<file path="config.mk">
export PLATFORM = sky130hd
export DESIGN_NAME = fetch_unit
export DESIGN_NICKNAME = d
export VERILOG_FILES = /design/src/rtl/riscv_pkg.sv /design/src/rtl/fetch_pc_gen.sv /design/src/rtl/fetch_unit.sv
export SDC_FILE = /design/constraint.sdc
export NUM_CORES = 1
export LEC_CHECK = 0
export CAP_MARGIN = 10
export CORE_MARGIN = 5
export CORE_UTILIZATION = 41
export DETAILED_ROUTE_END_ITERATION = 8
export GPL_TIMING_DRIVEN = 0
export PLACE_DENSITY = 0.77
export SETUP_SLACK_MARGIN = 0.5
export SLEW_MARGIN = 20
export SYNTH_ARGS = -nofsm -noshare
export SYNTH_HDL_FRONTEND = slang
export SYNTH_SLANG_ARGS = --single-unit
export TNS_END_PERCENT = 30
</file>
<file path="constraint.sdc">
create_clock -name clk -period 1.93 [get_ports clk]
set_input_delay 0.193 -clock clk [delete_from_list [all_inputs] [get_ports clk]]
set_output_delay 0.193 -clock clk [all_outputs]
set_load 0.03 [all_outputs]
</file>
<file path="src/rtl/riscv_pkg.sv">
// Shared constants and the IF/ID register layout for the fetch stage.
package riscv_pkg;

    localparam int unsigned XLEN = 32;
    localparam logic [XLEN-1:0] NOP_INSTR = 32'h0000_0013;
    localparam logic [XLEN-1:0] RESET_VECTOR_DEFAULT = 32'h0000_0000;

    typedef struct packed {
        logic [XLEN-1:0] instr;
        logic [XLEN-1:0] pc;
        logic [XLEN-1:0] pc_plus4;
    } if_id_t;

    function automatic logic [XLEN-1:0] word_align(input logic [XLEN-1:0] addr);
        return addr & ~XLEN'(3);
    endfunction

endpackage

</file>
<file path="src/rtl/fetch_pc_gen.sv">
// PC register with +4 increment and redirect mux; misaligned-redirect trap when
// FETCH_MISALIGN_TRAP_EN is defined.
module fetch_pc_gen
    import riscv_pkg::*;
#(
    parameter logic [XLEN-1:0] RESET_VECTOR = RESET_VECTOR_DEFAULT
) (
    input  logic            clk,
    input  logic            rst,
    input  logic            redirect_valid,
    input  logic [XLEN-1:0] redirect_pc,
    input  logic            advance,
    output logic [XLEN-1:0] pc_q,
    output logic [XLEN-1:0] pc_plus4,
    output logic            fault,
    output logic            halted
);

    logic [XLEN-1:0] target;

    assign target   = word_align(redirect_pc);
    assign pc_plus4 = pc_q + XLEN'(4);

    always_ff @(posedge clk) begin
        if (rst) begin
            pc_q <= RESET_VECTOR;
        end else if (redirect_valid) begin
            pc_q <= target;
        end else if (advance) begin
            pc_q <= pc_plus4;
        end
    end

`ifdef FETCH_MISALIGN_TRAP_EN
    logic misaligned;
    logic fault_q;

    assign misaligned = redirect_pc != target;

    // Fault and halt share one flag: both set on a bad target, both clear on a good one.
    always_ff @(posedge clk) begin
        if (rst) begin
            fault_q <= 1'b0;
        end else if (redirect_valid) begin
            fault_q <= misaligned;
        end
    end

    assign fault  = fault_q;
    assign halted = fault_q;
`else
    assign fault  = 1'b0;
    assign halted = 1'b0;
`endif

endmodule

</file>
<file path="src/rtl/fetch_unit.sv">
// Instruction-fetch stage: drives instr_mem and holds the IF/ID register with a
// valid/ready handshake. Optional macro: FETCH_MISALIGN_TRAP_EN.
module fetch_unit
    import riscv_pkg::*;
#(
    parameter int unsigned     XLEN         = riscv_pkg::XLEN,
    parameter logic [XLEN-1:0] RESET_VECTOR = RESET_VECTOR_DEFAULT,
    parameter logic [XLEN-1:0] NOP_INSTR    = riscv_pkg::NOP_INSTR
) (
    input  logic            clk,
    input  logic            rst,
    input  logic            fetch_en,
    input  logic            redirect_valid,
    input  logic [XLEN-1:0] redirect_pc,
    output logic [XLEN-1:0] imem_addr,
    input  logic [XLEN-1:0] imem_rdata,
    output logic            out_valid,
    input  logic            out_ready,
    output logic [XLEN-1:0] out_instr,
    output logic [XLEN-1:0] out_pc,
    output logic [XLEN-1:0] out_pc_plus4,
    output logic            fetch_fault
);

    logic [XLEN-1:0] pc_q;
    logic [XLEN-1:0] pc_plus4;
    logic            halted;
    logic            load;
    logic            valid_q;
    if_id_t          if_id_q;

    assign load = fetch_en & ~halted & (~valid_q | out_ready);

    // Redirect takes priority over load inside the PC generator as well.
    fetch_pc_gen #(
        .RESET_VECTOR(RESET_VECTOR)
    ) u_pc_gen (
        .clk           (clk),
        .rst           (rst),
        .redirect_valid(redirect_valid),
        .redirect_pc   (redirect_pc),
        .advance       (load),
        .pc_q          (pc_q),
        .pc_plus4      (pc_plus4),
        .fault         (fetch_fault),
        .halted        (halted)
    );

    assign imem_addr = word_align(pc_q);

    always_ff @(posedge clk) begin
        if (rst) begin
            valid_q          <= 1'b0;
            if_id_q.instr    <= NOP_INSTR;
            if_id_q.pc       <= '0;
            if_id_q.pc_plus4 <= '0;
        end else if (redirect_valid) begin
            valid_q       <= 1'b0;
            if_id_q.instr <= NOP_INSTR;
        end else if (load) begin
            valid_q          <= 1'b1;
            if_id_q.instr    <= imem_rdata;
            if_id_q.pc       <= pc_q;
            if_id_q.pc_plus4 <= pc_plus4;
        end else if (out_ready) begin
            // Accepted with nothing new to issue (fetch disabled or halted).
            valid_q       <= 1'b0;
            if_id_q.instr <= NOP_INSTR;
        end
    end

    assign out_valid    = valid_q;
    assign out_instr    = if_id_q.instr;
    assign out_pc       = if_id_q.pc;
    assign out_pc_plus4 = if_id_q.pc_plus4;

endmodule

</file>
=== Word-level counts from Yosys, hierarchy flattened ===
Cells that the tools add are included.

* Flip-flop bits (word level): 129
* Logic and storage cells: 21

* Add/subtract/negate cells: 1
* Muxes and demuxes: 6
* Bitwise gates (word level): 4
* Reductions and logical operators: 4

{| class="wikitable"
|+ Operators with widths
! operator !! count
|-
| $mux W32 || 4
|-
| $add A32 B3 Y32 const B || 1
|-
| $reduce_bool A2 Y1 || 2
|-
| $mux W1 || 2
|-
| $not A1 Y1 || 2
|-
| $reduce_and A2 Y1 || 1
|-
| $reduce_or A2 Y1 || 1
|-
| $and A1 B1 Y1 || 1
|-
| $or A1 B1 Y1 || 1
|}

=== Depth between registers and ports, before layout ===
* Word-level depth: 5
* Gate-level depth with buffers: 7
* Mapped depth without buffers: 6

=== Hierarchy ===
From an unflattened synthesis, not the netlist that was laid out.

* Cells, all modules: 785
* Area total of the unflattened synthesis: 6795.3 µm²

{| class="wikitable"
|+ By module, submodules not included
! module !! instances !! cells an instance !! area an instance (µm²) !! sequential area each (µm²)
|-
| fetch_unit || 1 || 468 || 4362.9 || 1941.9
|-
| fetch_pc_gen || 1 || 317 || 2432.3 || 600.6
|}

=== Least setup slack after synthesis ===
OpenSTA, ideal clock, no wires.

* Path type: register -> register
* Start: reg u_pc_gen.pc_q[2]
* End: reg u_pc_gen.pc_q[16]
* Library setup time: 0.086 ns
* Arrival: 2.016 ns
* Required time: 1.844 ns
* Path slack: -0.171 ns
* Stages on the path, launching flop included: 8
* Path buffers: 1
* Clock period less this slack: 2.101 ns
* Path through: dfxtp_1 ha_1 and3_1 nand3_1 clkbuf_1 nor3_1 xnor2_1 a211oi_1

* Longest elaborated chain between the ends: 3

{| class="wikitable"
|+ RTL lines
! element !! line !! RTL
|-
| start, declared || fetch_pc_gen.sv:13 || <nowiki>output logic [XLEN-1:0] pc_q,</nowiki>
|-
| start signal, assigned || fetch_pc_gen.sv:28 || <nowiki>pc_q <= target;</nowiki>
|-
| start signal, assigned || fetch_pc_gen.sv:30 || <nowiki>pc_q <= pc_plus4;</nowiki>
|-
| $add A32 B3 Y32 || fetch_pc_gen.sv:22 || <nowiki>assign pc_plus4 = pc_q + XLEN'(4);</nowiki>
|-
| $mux W32 || fetch_pc_gen.sv:29 || <nowiki>end else if (advance) begin</nowiki>
|-
| $mux W32 || fetch_pc_gen.sv:27 || <nowiki>end else if (redirect_valid) begin</nowiki>
|}

No other way between the ends. The select of a mux whose other input is x is not followed.
A chain may end at the register's enable or synchronous reset.

=== Worst setup path after layout ===
* Start: reg u_pc_gen.pc_q[7]
* End: reg u_pc_gen.pc_q[23]

Same word-level chain as after synthesis.

==> run summary <==
Final setup viols: 2
Register area: 2536 sq um
Failing checks: negative setup slack
Final period util: 106.6%
Drc violations: 0
Slew @ Worst Pin: 0.7663 ns
First-pass GRT wire length: 31.40 mm
Skew-Pair Late Insertion Delay: 0.43 ns
Pleak: 5.569 nW
Max H-tree Level: 4
Status: finished, violations left
Layout area overhead: 81.96%
Synthesized instance count: 678
Cell variety after synth: 43
Rel. slew slack: 48.92%
Slowest stage delay, CP: 0.35 ns
Fillers: 819
Syn Std Cell Area: 5570 sq um
GPL Wtd Cong: 0.8804
Total core area: 13300 sq um
Hold Crit Class: in -> reg
Total wire length: 24.06 mm
Root Buffer Master: clkbuf_16
Ys Warns: 0
Antenna violations before repair: 0
Crit path top cell by count: buf_6
Clock slew at reported path FFs: 0.05 ns
Worst setup EP type: flip-flop
TritonRoute pass-1 iters: 5
CP Buf/Inv Count: 4
Worst setup path class: reg -> reg
I/O Buffers: 188
Drt initial violations: 536
Worst Path Max Fanout: 4
Maximum root-to-sink buffer count: 2
Final hold vios: 0
Max-slew violations: 0
Vias in the first global route: 5968
Vias/cell: 5.550
Total GRT Usage: 24.91%
DR WL/cell: 20.78 microns
TritonCTS clock tree: done
Die area: 16020 sq um
Clock net sink count: 123
Critical path required time: 2.22 ns
Seq/Total Area, Yosys: 44.20%
Die Y: 126.6 microns
Most common cell after layout, fill and taps aside: nand2_1
Nets: 1039
Vias: 6427
Cell family with most CP delay: buffers and inverters
Syn avg cell area: 8.216 sq um
Finished Core Util: 76.24%
Fmax: 0.4859 GHz
GRT Residual Overflow: 0
Clock skew: 0.01508 ns
Fin worst setup slack: -0.1281 ns
Setup_tns: -0.1349 ns
Worst VDD drop: 0.5734 mV
Post-synthesis register bit count: 123
Startpoint types: flip-flop
Inserted Clock Buffers: 17
Critical Path AT: 2.35 ns
DP HPWL: 13.74 mm
Min Tclk post-route: 2.058 ns
CP max stage cell: a211oi_1
I/O pins: 199
Pwr Density: 730.0 nW/um^2
Hold_buf cts: 0
Chip width: 126.6 microns
Final Power: 0.007399 W
Max Cap Viol: 0
Largest net degree at the start of global routing: 17
Cell Rows: 42
Routed Antenna Nets: 0
Layout cells sized above 1: 27.60%
Most frequent cells in the layout: 118 x nand2_1, 112 x dlymetal6s2s_1, 98 x dfxtp_1
Multi-input gate area in the final layout: 3336 sq um
RSZ-0062 raised after global routing: yes
# diodes: 0
Crit-path cells: buf_6, nand4_4, buf_6, nor4_4, clkbuf_16, buf_6, nand3_1, xor2_1, a211oi_1
Starting Density: 41.90%
-- worst min-delay path: stages --
cell and delay, ns:
clkbuf_2 0.21, nand2_1 0.10, a21oi_1 0.05
-- layer usage --
| metal | part of all wire [%] | vias to the layer above | global-route usage (%) |
|---|---|---|---|
| met5 | 0 | - | 0 |
| met4 | 3.3 | 0 | 11.04 |
| met3 | 11 | 75 | 10.42 |
| met2 | 48 | 401 | 40.82 |
| met1 | 38 | 3046 | 28.41 |
| li1 | - | 2905 | - |
-- report_power, final --
| group | total [W] | switching [W] | internal [W] |
|---|---|---|---|
| combinational | 0.00143 | 0.000802 | 0.000627 |
| sequential | 0.00278 | 0.000116 | 0.00266 |
| clock | 0.00319 | 0.00115 | 0.00205 |
-- area by class of cell --
type	count	share of cell area (%)
multi-input combinational	488	32.91
timing repair buffer	266	27.98
sequential	123	25.02
buffer	70	6.098
clock buffer	23	4.518
tap	176	2.173
clock inverter	9	1.185
inverter	3	0.1111
-- worst paths after layout --
check / slack (ns) / endpoint / startpoint / cells past startpoint
worst min-delay path: 0.17 / u_pc_gen.pc_q[7] / redirect_valid / 3
worst max-delay path: -0.13 / u_pc_gen.pc_q[23] / u_pc_gen.pc_q[7] / 9
worst max register to register: -0.13 / u_pc_gen.pc_q[23] / u_pc_gen.pc_q[7] / 9
worst min register to register: 0.45 / out_pc[11] / out_pc[11] / 2
-- state kept, by name, indices dropped and copies added (netlist names) --
register and flops:
out_pc_plus4 30, out_valid 1, out_instr 32, out_pc 30
u_pc_gen.pc_q 30
-- timing repair --
item | in CTS | in global routing
resized for setup | 87 | 253
cloned | 1 | 1
setup endpoints to repair | 245 | 243
buffers inserted | 37 | 39
pin swaps | 28 | 46
-- cells in the mapped netlist (all sizes together) --
master | number | area, sq um
buf | 23 | 125.1
a21oi | 66 | 330.3
and2 | 2 | 12.51
or2 | 3 | 18.77
and4 | 4 | 35.03
and3 | 3 | 18.77
xor2 | 22 | 192.7
o21ai | 9 | 45.04
nand3b | 30 | 225.2
a311oi | 6 | 52.55
nor3 | 13 | 80.08
nand3 | 17 | 95.09
nor4 | 9 | 108.9
or3 | 6 | 37.54
o211ai | 1 | 7.510
nand4 | 15 | 130.1
nand2b | 1 | 6.260
nor4b | 1 | 15.01
xnor2 | 29 | 254.0
nand2 | 125 | 469.2
dfxtp | 123 | 2462
nor2 | 68 | 255.2
a211oi | 47 | 362.8
or4 | 1 | 7.510
clkbuf | 47 | 178.9
inv | 3 | 11.26
ha | 1 | 12.51
a311o | 1 | 10.01
conb | 1 | 3.750
a31oi | 1 | 6.260
-- stage by stage --
stage | cells | hold slack [ns] | setup slack [ns] | cell area, sq um
6_report | 1158 | 0.1732 | -0.1281 | 10140
5_1_grt | 1158 | 0.2033 | -0.1790 | 10140
4_1_cts | 1118 | 0.2642 | 0.1337 | 9099
3_5_place_dp | 1048 | 0.4501 | -1.003 | 7924
3_3_place_gp | 1048 | 0.4410 | -0.9488 | 7924
2_1_floorplan | 684 | 0.3225 | 0.1049 | 5822
-- kinds of logic after synthesis --
logic type	after synthesis	synth area share, %
other	1	0.06732
DFF	123	44.20
adders and majority gates	1	0.2246
buffers and inverters	73	5.660
xor gates and xnor gates	51	8.019
and+or+nand+nor	298	27.20
AOI/OAI and AO/OA	131	14.62
No activity file was read; power rests on OpenSTA's default activity.
